`src/rtl/ddr_rd_burst_engine_if.sv`:
```
// rtl/ddr_rd_burst_engine_if.sv - descriptor, AXI read and output stream bundle for the DDR read burst engine
interface ddr_rd_burst_engine_if #(
  parameter int C_M_AXI_ADDR_WIDTH = 32
);
  logic [C_M_AXI_ADDR_WIDTH-1:0] i_rd_ddr_addr;
  logic [15:0]                   i_rd_ddr_len;
  logic [7:0]                    i_rd_ddr_strb;
  logic                          i_rd_ddr_valid;
  logic                          o_rd_ddr_ready;
  logic                          o_rd_ddr_cpl;
  logic                          o_rd_err;

  logic [C_M_AXI_ADDR_WIDTH-1:0] m_axi_araddr;
  logic [7:0]                    m_axi_arlen;
  logic [2:0]                    m_axi_arsize;
  logic [1:0]                    m_axi_arburst;
  logic                          m_axi_arvalid;
  logic                          m_axi_arready;

  logic [63:0]                   m_axi_rdata;
  logic [1:0]                    m_axi_rresp;
  logic                          m_axi_rlast;
  logic                          m_axi_rvalid;
  logic                          m_axi_rready;

  logic [63:0]                   m_axis_tdata;
  logic [7:0]                    m_axis_tkeep;
  logic                          m_axis_tlast;
  logic                          m_axis_tvalid;
  logic                          m_axis_tready;

  modport master (
    input  i_rd_ddr_addr, i_rd_ddr_len, i_rd_ddr_strb, i_rd_ddr_valid,
    output o_rd_ddr_ready, o_rd_ddr_cpl, o_rd_err,
    output m_axi_araddr, m_axi_arlen, m_axi_arsize, m_axi_arburst, m_axi_arvalid,
    input  m_axi_arready,
    input  m_axi_rdata, m_axi_rresp, m_axi_rlast, m_axi_rvalid,
    output m_axi_rready,
    output m_axis_tdata, m_axis_tkeep, m_axis_tlast, m_axis_tvalid,
    input  m_axis_tready
  );

  modport slave (
    output i_rd_ddr_addr, i_rd_ddr_len, i_rd_ddr_strb, i_rd_ddr_valid,
    input  o_rd_ddr_ready, o_rd_ddr_cpl, o_rd_err,
    input  m_axi_araddr, m_axi_arlen, m_axi_arsize, m_axi_arburst, m_axi_arvalid,
    output m_axi_arready,
    output m_axi_rdata, m_axi_rresp, m_axi_rlast, m_axi_rvalid,
    input  m_axi_rready,
    input  m_axis_tdata, m_axis_tkeep, m_axis_tlast, m_axis_tvalid,
    output m_axis_tready
  );
endinterface

```
`src/rtl/ddr_rd_burst_engine.sv`:
```
// rtl/ddr_rd_burst_engine.sv - splits a read descriptor into 4 KB-safe AXI bursts and streams the beats out
module ddr_rd_burst_engine #(
  parameter int C_M_AXI_ADDR_WIDTH = 32,
  parameter int P_MAX_BURST_LEN    = 256
) (
  input  logic                  i_clk,
  input  logic                  i_rst,
  ddr_rd_burst_engine_if.master bus
);
  localparam int AW = C_M_AXI_ADDR_WIDTH;

  typedef enum logic [1:0] {S_IDLE, S_AR, S_DATA, S_DONE} state_t;

  state_t          state;
  logic [15:0]     remaining;
  logic [8:0]      beat_cnt;
  logic [7:0]      strb_q;
  logic            err_q;
  logic            cpl_q;
  logic            arvalid_q;
  logic [AW-1:0]   araddr_q;
  logic [7:0]      arlen_q;

  logic            in_data;
  logic            accept;
  logic            burst_last;
  logic            desc_last;
  logic            beat_hs;
  logic            rlast_err;
  logic [AW-1:0]   acc_addr;
  logic [8:0]      acc_beats;
  logic [8:0]      cur_beats;
  logic [AW-1:0]   next_addr;
  logic [8:0]      next_beats;
  logic            unused_rresp0;

  // Beats that fit before the remaining length, the burst limit or the next 4 KB page runs out.
  function automatic logic [8:0] calc_beats(input logic [11:0] a, input logic [15:0] rem);
    logic [12:0] room;
    logic [15:0] n;
    room = (13'd4096 - {1'b0, a}) >> 3;
    n    = rem;
    if (n > 16'(P_MAX_BURST_LEN)) n = 16'(P_MAX_BURST_LEN);
    if (n > {3'b000, room})       n = {3'b000, room};
    return n[8:0];
  endfunction

  assign in_data    = (state == S_DATA) && !i_rst;
  assign accept     = bus.i_rd_ddr_valid && bus.o_rd_ddr_ready;
  assign burst_last = (beat_cnt == {1'b0, arlen_q});
  assign desc_last  = burst_last && (remaining == 16'd0);
  assign beat_hs    = in_data && bus.m_axi_rvalid && bus.m_axis_tready;
  assign rlast_err  = (bus.m_axi_rlast != burst_last);

  assign acc_addr   = bus.i_rd_ddr_addr & ~AW'(7);
  assign acc_beats  = calc_beats(acc_addr[11:0], bus.i_rd_ddr_len);
  assign cur_beats  = {1'b0, arlen_q} + 9'd1;
  assign next_addr  = araddr_q + (AW'(cur_beats) << 3);
  assign next_beats = calc_beats(next_addr[11:0], remaining);

  assign unused_rresp0 = bus.m_axi_rresp[0];

  assign bus.o_rd_ddr_ready = !i_rst && ((state == S_IDLE) || (state == S_DONE));
  assign bus.o_rd_ddr_cpl   = cpl_q;
  assign bus.o_rd_err       = err_q;
  assign bus.m_axi_araddr   = araddr_q;
  assign bus.m_axi_arlen    = arlen_q;
  assign bus.m_axi_arsize   = 3'b011;
  assign bus.m_axi_arburst  = 2'b01;
  assign bus.m_axi_arvalid  = arvalid_q;

  // Data phase is a pure wire-through so backpressure costs no cycles and no buffering.
  assign bus.m_axi_rready   = in_data && bus.m_axis_tready;
  assign bus.m_axis_tvalid  = in_data && bus.m_axi_rvalid;
  assign bus.m_axis_tdata   = bus.m_axi_rdata;
  assign bus.m_axis_tkeep   = in_data ? (desc_last ? strb_q : 8'hFF) : 8'h00;
  assign bus.m_axis_tlast   = in_data && desc_last;

  always_ff @(posedge i_clk) begin
    if (i_rst) begin
      state     <= S_IDLE;
      remaining <= 16'd0;
      beat_cnt  <= 9'd0;
      strb_q    <= 8'h00;
      err_q     <= 1'b0;
      cpl_q     <= 1'b0;
      arvalid_q <= 1'b0;
      araddr_q  <= '0;
      arlen_q   <= 8'h00;
    end else begin
      cpl_q <= 1'b0;
      case (state)
        S_IDLE, S_DONE: begin
          if (accept) begin
            araddr_q <= acc_addr;
            strb_q   <= (bus.i_rd_ddr_strb == 8'h00) ? 8'hFF : bus.i_rd_ddr_strb;
            beat_cnt <= 9'd0;
            if (bus.i_rd_ddr_len != 16'd0) begin
              arlen_q   <= 8'(acc_beats - 9'd1);
              remaining <= bus.i_rd_ddr_len - 16'(acc_beats);
              arvalid_q <= 1'b1;
              state     <= S_AR;
            end else begin
              remaining <= 16'd0;
              cpl_q     <= 1'b1;
              state     <= S_DONE;
            end
          end else begin
            state <= S_IDLE;
          end
        end
        S_AR: begin
          if (bus.m_axi_arready) begin
            arvalid_q <= 1'b0;
            state     <= S_DATA;
          end
        end
        S_DATA: begin
          if (beat_hs) begin
            if (bus.m_axi_rresp[1] || rlast_err) err_q <= 1'b1;
            if (burst_last) begin
              beat_cnt <= 9'd0;
              if (remaining == 16'd0) begin
                cpl_q <= 1'b1;
                state <= S_DONE;
              end else begin
                araddr_q  <= next_addr;
                arlen_q   <= 8'(next_beats - 9'd1);
                remaining <= remaining - 16'(next_beats);
                arvalid_q <= 1'b1;
                state     <= S_AR;
              end
            end else begin
              beat_cnt <= beat_cnt + 9'd1;
            end
          end
        end
        default: state <= S_IDLE;
      endcase
    end
  end
endmodule

```
`src/flat_wrapper.sv`:
```
// flat-port wrapper written by rule: the top's interface ports become plain ports
module ddr_rd_burst_engine_flat 
#(
  parameter int C_M_AXI_ADDR_WIDTH = 32,
  parameter int P_MAX_BURST_LEN    = 256
)
  (i_clk, i_rst, bus_i_rd_ddr_addr, bus_i_rd_ddr_len, bus_i_rd_ddr_strb, bus_i_rd_ddr_valid, bus_o_rd_ddr_ready, bus_o_rd_ddr_cpl, bus_o_rd_err, bus_m_axi_araddr, bus_m_axi_arlen, bus_m_axi_arsize, bus_m_axi_arburst, bus_m_axi_arvalid, bus_m_axi_arready, bus_m_axi_rdata, bus_m_axi_rresp, bus_m_axi_rlast, bus_m_axi_rvalid, bus_m_axi_rready, bus_m_axis_tdata, bus_m_axis_tkeep, bus_m_axis_tlast, bus_m_axis_tvalid, bus_m_axis_tready);
  ddr_rd_burst_engine_if #(.C_M_AXI_ADDR_WIDTH(C_M_AXI_ADDR_WIDTH)) bus_i ();
  input  logic i_clk;
  input  logic i_rst;
  input wire logic [$bits(bus_i.i_rd_ddr_addr)-1:0] bus_i_rd_ddr_addr;
  input wire logic [$bits(bus_i.i_rd_ddr_len)-1:0] bus_i_rd_ddr_len;
  input wire logic [$bits(bus_i.i_rd_ddr_strb)-1:0] bus_i_rd_ddr_strb;
  input wire logic [$bits(bus_i.i_rd_ddr_valid)-1:0] bus_i_rd_ddr_valid;
  output wire logic [$bits(bus_i.o_rd_ddr_ready)-1:0] bus_o_rd_ddr_ready;
  output wire logic [$bits(bus_i.o_rd_ddr_cpl)-1:0] bus_o_rd_ddr_cpl;
  output wire logic [$bits(bus_i.o_rd_err)-1:0] bus_o_rd_err;
  output wire logic [$bits(bus_i.m_axi_araddr)-1:0] bus_m_axi_araddr;
  output wire logic [$bits(bus_i.m_axi_arlen)-1:0] bus_m_axi_arlen;
  output wire logic [$bits(bus_i.m_axi_arsize)-1:0] bus_m_axi_arsize;
  output wire logic [$bits(bus_i.m_axi_arburst)-1:0] bus_m_axi_arburst;
  output wire logic [$bits(bus_i.m_axi_arvalid)-1:0] bus_m_axi_arvalid;
  input wire logic [$bits(bus_i.m_axi_arready)-1:0] bus_m_axi_arready;
  input wire logic [$bits(bus_i.m_axi_rdata)-1:0] bus_m_axi_rdata;
  input wire logic [$bits(bus_i.m_axi_rresp)-1:0] bus_m_axi_rresp;
  input wire logic [$bits(bus_i.m_axi_rlast)-1:0] bus_m_axi_rlast;
  input wire logic [$bits(bus_i.m_axi_rvalid)-1:0] bus_m_axi_rvalid;
  output wire logic [$bits(bus_i.m_axi_rready)-1:0] bus_m_axi_rready;
  output wire logic [$bits(bus_i.m_axis_tdata)-1:0] bus_m_axis_tdata;
  output wire logic [$bits(bus_i.m_axis_tkeep)-1:0] bus_m_axis_tkeep;
  output wire logic [$bits(bus_i.m_axis_tlast)-1:0] bus_m_axis_tlast;
  output wire logic [$bits(bus_i.m_axis_tvalid)-1:0] bus_m_axis_tvalid;
  input wire logic [$bits(bus_i.m_axis_tready)-1:0] bus_m_axis_tready;
  assign bus_i.i_rd_ddr_addr = bus_i_rd_ddr_addr;
  assign bus_i.i_rd_ddr_len = bus_i_rd_ddr_len;
  assign bus_i.i_rd_ddr_strb = bus_i_rd_ddr_strb;
  assign bus_i.i_rd_ddr_valid = bus_i_rd_ddr_valid;
  assign bus_o_rd_ddr_ready = bus_i.o_rd_ddr_ready;
  assign bus_o_rd_ddr_cpl = bus_i.o_rd_ddr_cpl;
  assign bus_o_rd_err = bus_i.o_rd_err;
  assign bus_m_axi_araddr = bus_i.m_axi_araddr;
  assign bus_m_axi_arlen = bus_i.m_axi_arlen;
  assign bus_m_axi_arsize = bus_i.m_axi_arsize;
  assign bus_m_axi_arburst = bus_i.m_axi_arburst;
  assign bus_m_axi_arvalid = bus_i.m_axi_arvalid;
  assign bus_i.m_axi_arready = bus_m_axi_arready;
  assign bus_i.m_axi_rdata = bus_m_axi_rdata;
  assign bus_i.m_axi_rresp = bus_m_axi_rresp;
  assign bus_i.m_axi_rlast = bus_m_axi_rlast;
  assign bus_i.m_axi_rvalid = bus_m_axi_rvalid;
  assign bus_m_axi_rready = bus_i.m_axi_rready;
  assign bus_m_axis_tdata = bus_i.m_axis_tdata;
  assign bus_m_axis_tkeep = bus_i.m_axis_tkeep;
  assign bus_m_axis_tlast = bus_i.m_axis_tlast;
  assign bus_m_axis_tvalid = bus_i.m_axis_tvalid;
  assign bus_i.m_axis_tready = bus_m_axis_tready;
  ddr_rd_burst_engine #(.C_M_AXI_ADDR_WIDTH(C_M_AXI_ADDR_WIDTH), .P_MAX_BURST_LEN(P_MAX_BURST_LEN)) u_core (.i_clk(i_clk), .i_rst(i_rst), .bus(bus_i));
endmodule
```
`config.mk`:
```
export PLATFORM = sky130hd
export DESIGN_NAME = ddr_rd_burst_engine_flat
export DESIGN_NICKNAME = d
export VERILOG_FILES = /design/src/rtl/ddr_rd_burst_engine_if.sv /design/src/rtl/ddr_rd_burst_engine.sv /design/src/flat_wrapper.sv
export SDC_FILE = /design/constraint.sdc
export NUM_CORES = 1
export LEC_CHECK = 0
export BUFFER_PORTS_ARGS = -buffer_cell sky130_fd_sc_hd__buf_2
export CORE_MARGIN = 2
export CORE_UTILIZATION = 43
export CTS_BUF_LIST = sky130_fd_sc_hd__clkbuf_8
export CTS_CLUSTER_DIAMETER = 150
export DETAILED_ROUTE_END_ITERATION = 12
export GPL_ROUTABILITY_DRIVEN = 1
export GPL_TIMING_DRIVEN = 0
export PLACE_DENSITY = 0.82
export SETUP_SLACK_MARGIN = 0.3
export SYNTH_ARGS = -nofsm -noshare
export SYNTH_HDL_FRONTEND = slang
export SYNTH_SLANG_ARGS = --single-unit
```
`constraint.sdc`:
```
create_clock -name i_clk -period 13.8 [get_ports i_clk]
set_clock_uncertainty 0.2 [all_clocks]
set_input_delay 2.76 -clock i_clk [delete_from_list [all_inputs] [get_ports i_clk]]
set_output_delay 2.76 -clock i_clk [all_outputs]
set_load 0.1 [all_outputs]
```
Word level (Yosys, flattened, before mapping). Index checks and enable logic that the tools add are counted.

Register bits after elaboration: 78. Bits of input ports: 129. Word-level logic and storage cells: 105.

Add/sub/neg operators: 9. $lt $le $gt $ge: 4. Equality and inequality tests: 11. Mux-type cells: 48. Reductions and logical operators: 24.

Operators by type and width (count): $mux W32 (4); $mux W16 (7); $mux W8 (8); $pmux W32 S2 (1); $mux W9 (5); $add A32 B12 Y32 (1); $gt A16 B10 Y1 (2); $gt A16 B9 Y1 const B (2); $pmux W16 S2 (1); $sub A16 B9 Y16 (2); $sub A13 B12 Y13 const A (2); $pmux W9 S2 (1); $logic_not A16 Y1 (1); $pmux W8 S2 (1); $reduce_bool A16 Y1 (1); $sub A8 B1 Y8 const B (2); $mux W2 (6); $reduce_and A6 Y1 (2); $mux W1 (11); $add A8 B1 Y9 const B (1); $add A9 B1 Y9 const B (1); $eq A9 B8 Y1 (1); $reduce_and A3 Y1 (3); $logic_and A1 B1 Y1 (8); other kinds (16) (22).

Longest topological paths before layout.
Word-level depth: 10. Mapped depth: 31.

Worst setup path before layout. Ideal clock, no wire load.

Path type: input -> output. Start: input port i_rst. End: output port bus_m_axis_tlast. Arrival: 5367 ps. Path slack: 5473 ps. Stages on the path: 4. Path buffers: 3. Cell sequence: clkbuf_1 -> clkbuf_1 -> clkbuf_1 -> nor3_1.

Longest elaborated chain between the ends: 3.

Ends and longest elaborated chain: start: declaration (RTL line flat_wrapper.sv:10) `input logic i_rst;`; $logic_not A1 Y1 (RTL line ddr_rd_burst_engine.sv:48) `assign in_data = (state == S_DATA) && !i_rst;`; $logic_and A1 B1 Y1 (RTL line ddr_rd_burst_engine.sv:48); $logic_and A1 B1 Y1 (RTL line ddr_rd_burst_engine.sv:77) `assign bus.m_axis_tlast = in_data && desc_last;`; end: declaration (RTL line flat_wrapper.sv:31) `output wire logic [$bits(bus_i.m_axis_tlast)-1:0] bus_m_axis_tlast;`.

Every way passes these cells.

Worst setup path in the final report.
Start: register u_core.arlen_q[0], in the netlist u_core.bus.m_axi_arlen[0]. End: register u_core.remaining[13].

Longest elaborated chain between the ends: 10. Elaborated cells between the ends (all ways): 13. Classes of those cells: 4 x add/sub; 1 x order compare; 2 x eq/ne; 5 x mux; 1 x reduce/logical.

Ends and longest elaborated chain: start: declaration (RTL line ddr_rd_burst_engine.sv:22) `logic [7:0] arlen_q;`; start signal: assignment (RTL line ddr_rd_burst_engine.sv:99) `arlen_q <= 8'(acc_beats - 9'd1);`; start signal: assignment (RTL line ddr_rd_burst_engine.sv:128) `arlen_q <= 8'(next_beats - 9'd1);`; $add A8 B1 Y9 (RTL line ddr_rd_burst_engine.sv:57) `assign cur_beats = {1'b0, arlen_q} + 9'd1;`; $add A32 B12 Y32 (RTL line ddr_rd_burst_engine.sv:58) `assign next_addr = araddr_q + (AW'(cur_beats) << 3);`; $sub A13 B12 Y13 (RTL line ddr_rd_burst_engine.sv:41) `room = (13'd4096 - {1'b0, a}) >> 3;`; $gt A16 B10 Y1 (RTL line ddr_rd_burst_engine.sv:44) `if (n > {3'b000, room}) n = {3'b000, room};`; $mux W9 (RTL line ddr_rd_burst_engine.sv:44); $sub A16 B9 Y16 (RTL line ddr_rd_burst_engine.sv:129) `remaining <= remaining - 16'(next_beats);`; $mux W16 (RTL line ddr_rd_burst_engine.sv:123) `if (remaining == 16'd0) begin`; $mux W16 (RTL line ddr_rd_burst_engine.sv:121) `if (burst_last) begin`; $mux W16 (RTL line ddr_rd_burst_engine.sv:119) `if (beat_hs) begin`; $pmux W16 S2 (RTL line ddr_rd_burst_engine.sv:92) `case (state)`; end signal: assignment (RTL line ddr_rd_burst_engine.sv:100) `remaining <= bus.i_rd_ddr_len - 16'(acc_beats);`; end signal: assignment (RTL line ddr_rd_burst_engine.sv:129); end: declaration (RTL line ddr_rd_burst_engine.sv:15) `logic [15:0] remaining;`.

Parallel ways exist; a longest one is shown, timed or not. The select of a mux whose other input is x is not followed. A chain may end at the register's enable or synchronous reset.

==> summary.md <==
| Metric | Value |
|---|---|
| DRT Pass-1 Iters | 5 |
| Max incr delay on CP | 830 ps |
| Clock root buffer master | clkbuf_8 |
| GP Congestion | 0.930 |
| Met2 WL post-DR | 10.2 mm |
| Ant. Diodes | 0 |
| Remaining global-route overflow | 0 |
| Critical Path Sink | u_core.remaining[13]$_SDFFE_PP0P_ |
| Most frequent cells in the layout | buf_2, nor2_1, dfxtp_1 |
| Netlist cell types | 71 |
| Asr flop ratio synth | 0% |
| Leak | 3.89 nW |
| All-Layer GR Usage | 24.0% |
| WP data arrival | 7740 ps |
| Crit start category | flop |
| Setup TNS | 0 ps |
| Die height | 133 um |
| Post-route cell area | 8600 sq um |
| TritonCTS clock tree | yes |
| Via count | 7716 |
| Most used DFF post-synth | dfxtp_1 |
| Peak VDD IR | 0.000217 V |
| Die area | 17800 sq um |
| Hold WC Path Type | reg2reg |
| Status | complete, no violations |
| Worst Path Max Fanout | 7 |
| Crit Path Category | reg2reg |
| MaxCap Viol Count | 0 |
| Routed length per placed instance | 16.2 um |
| Initial antenna violation count | 0 |
| Yosys top cell area share | 20.8% |
| Core Region | 16500 sq um |
| Drt total wl | 22.2 mm |
| Slowest cell on crit path | a2111oi_1 |
| Pwr/cell area | 268 nW/um^2 |
| Seq/Total Area, Yosys | 20.8% |
| RSZ-0062 raised after global routing | false |
| # IOs | 253 |
| Crit path time final | 7700 ps |
| Top cells by area, synth | dfxtp_1, ha_1, buf_4 |
| Cell Area, Synth | 7210 sq um |
| Starting density of the core | 43.8% |
| Post-Syn Area per Cell | 7.56 sq um |
| Setup slack, reg-to-reg | 6100 ps |
| Share of cells above drive strength 1 | 24.4% |
| Post-synth EDFFs | 0 |
| R2r worst-path depth | 28 |
| Drt first-iter violations | 549 |
| CP Capture Type | flop |
| Max-slew violations | 0 |
| TritonCTS Sinks | 75 |
| R2r startpoint | u_core.bus.m_axi_arlen[0]$_SDFFE_PP0P_ |
| Total setup buffers inserted after CTS | 0 |
| Total CTS buffers | 9 |
| Ys Warns | 0 |
| Post-CTS Hold Buffers | 0 |
| Layout area overhead | 19.3% |
| R2r endpoint | u_core.remaining[13]$_SDFFE_PP0P_ |
| Area after DPL | 8390 sq um |
| CTS resizes | 0 |
| Die width | 133 um |
| Detailed placer's ending HPWL | 17.6 mm |
| Routed Antenna Nets | 0 |
| Largest net degree at the start of global routing | 12 |
| Met3 wire len | 2.07 mm |
| Insertion delay to the later sink of the worst-skew pair | 370 ps |
| Maximum buffer depth of the clock tree | 2 |
| Worst Path Required | 13830 ps |
| CP startpoint | u_core.bus.m_axi_arlen[0]$_SDFFE_PP0P_ |
| FP Rows | 47 |
| Tot Pwr | 0.00231 W |
| FILL cells | 1603 |
| # DRC | 0 |
| Gate Count Post-Synth | 953 |
| Metal-1 WL | 9.07 mm |
| Final hold vios | 0 |
| Max_slew headroom | 26.7% |
| Top Layer Used | met4 |
| First-pass GRT wire length | 34.7 mm |
| Seq cells post-synth | 75 |
| Synth area leader | dfxtp_1 |
| Vias in the first global route | 7070 |
| Finish-stage setup viols | 0 |
| Period utilisation layout | 55.8% |
| Reg clk slew, reported paths | 80 ps |
| H-tree depth | 3 |
| Layout net count | 1336 |
| Fmax | 130 MHz |
| Number of port buffers | 175 |
| Tightest Pin Transition | 1100 ps |
| Via/cell ratio | 5.62 |
| Commonest non-fill, non-tap cell in the layout | buf_2 |
per-layer routing:
layer	track usage (%)	vias to the layer above
li1	-	3715
met4	9.63	0
met5	0	-
met1	31.0	3533
met2	39.2	397
met3	5.10	71
critical path, delay by kind of cell, from the launching register on:
kind	cells	cell delay, ps
and+or+nand+nor	6	1040
adders and majority gates	4	1300
xor gates and xnor gates	1	170
DFF	1	490
muxes	1	470
AOI/OAI and AO/OA	15	3670
buffers and inverters	1	240
Yosys cell counts, types with 6 or more instances:
library cell,number
dfxtp_1,75
ha_1,56
o21ai_1,15
nand2_1,74
a21oi_1,55
xor2_1,28
buf_4,72
nor2b_1,6
a211oi_1,35
a21o_1,11
nor3_1,25
o21a_1,18
and3_1,11
clkbuf_1,38
xnor2_1,35
o22ai_1,8
nand3b_1,7
nand4_1,13
a31oi_1,9
and2_1,13
mux2i_1,22
o211ai_1,8
nand3_1,23
mux2_2,6
inv_1,44
a221oi_1,6
nand2b_1,16
nor2_1,99
or3_1,10
nor4_1,12
o21ai_0,32
power breakdown:
| group | switching, W | internal [W] | leakage, nW | total, W |
|---|---|---|---|---|
| Combinational | 0.00122 | 0.000539 | 3.15 | 0.00176 |
| Clock | 0.0000877 | 0.0000967 | 0.116 | 0.000184 |
| Sequential | 0.0000767 | 0.000290 | 0.618 | 0.000367 |
| Total | 0.00138 | 0.000926 | 3.89 | 0.00231 |
through the flow:
| stage | hold slack (ps) | setup WS (ps) | util, % | instances |
|---|---|---|---|---|
| 2_1_floorplan | 249 | 5470 | - | 961 |
| 3_3_place_gp | 235 | 5820 | 50.9 | 1356 |
| 3_5_place_dp | 239 | 5780 | 51.0 | 1357 |
| 4_1_cts | 250 | 6140 | 52.2 | 1373 |
| 5_1_grt | 286 | 5660 | 52.2 | 1373 |
| 6_report | 250 | 6100 | 52.2 | 1373 |
worst min path at each step:
stage                                                 from                          endpoint  slack [ps]  cells after the start
after floorplan              u_core.strb_q[1]$_SDFFE_PP0P_     u_core.strb_q[1]$_SDFFE_PP0P_         250                      2
after global placement    u_core.bus.o_rd_err$_SDFFE_PP0P_  u_core.bus.o_rd_err$_SDFFE_PP0P_         240                      2
after detailed placement  u_core.bus.o_rd_err$_SDFFE_PP0P_  u_core.bus.o_rd_err$_SDFFE_PP0P_         240                      2
after CTS                 u_core.bus.o_rd_err$_SDFFE_PP0P_  u_core.bus.o_rd_err$_SDFFE_PP0P_         250                      2
after global routing      u_core.bus.o_rd_err$_SDFFE_PP0P_  u_core.bus.o_rd_err$_SDFFE_PP0P_         290                      2
final                     u_core.bus.o_rd_err$_SDFFE_PP0P_  u_core.bus.o_rd_err$_SDFFE_PP0P_         250                      2
kinds of logic (layout without fill, tap and decap cells):
family                     Yosys count  count (layout)  share of synthesized area (%)
adders and majority gates           59              59                           10.6
muxes                               30              30                           4.41
xor gates and xnor gates            63              63                           7.66
AOI/OAI and AO/OA                  239             239                           22.0
DFF                                 75              75                           20.8
buffers and inverters              157             349                           11.9
and+or+nand+nor                    328             328                           22.4
other                                2              10                          0.104
layout make-up:
type	count	area [sq um]	area share (%)
plain buffers	112	692	8.05
multi-input cells	729	4880	56.7
flip-flops and latches	75	1500	17.5
inverters	45	169	1.96
well taps	220	275	3.20
repair buffers	176	880	10.2
clock inverters	4	41.3	0.480
clock buffers	12	165	1.92
state kept, by name (all words and copies together), names as in the netlist, 2 cells and up:
| name | cells |
|---|---|
| u_core.strb_q | 8 |
| u_core.bus.m_axi_arlen | 8 |
| u_core.beat_cnt | 9 |
| u_core.remaining | 16 |
| u_core.state | 2 |
| u_core.bus.m_axi_araddr | 29 |
No activity file was read; power rests on OpenSTA's default activity.
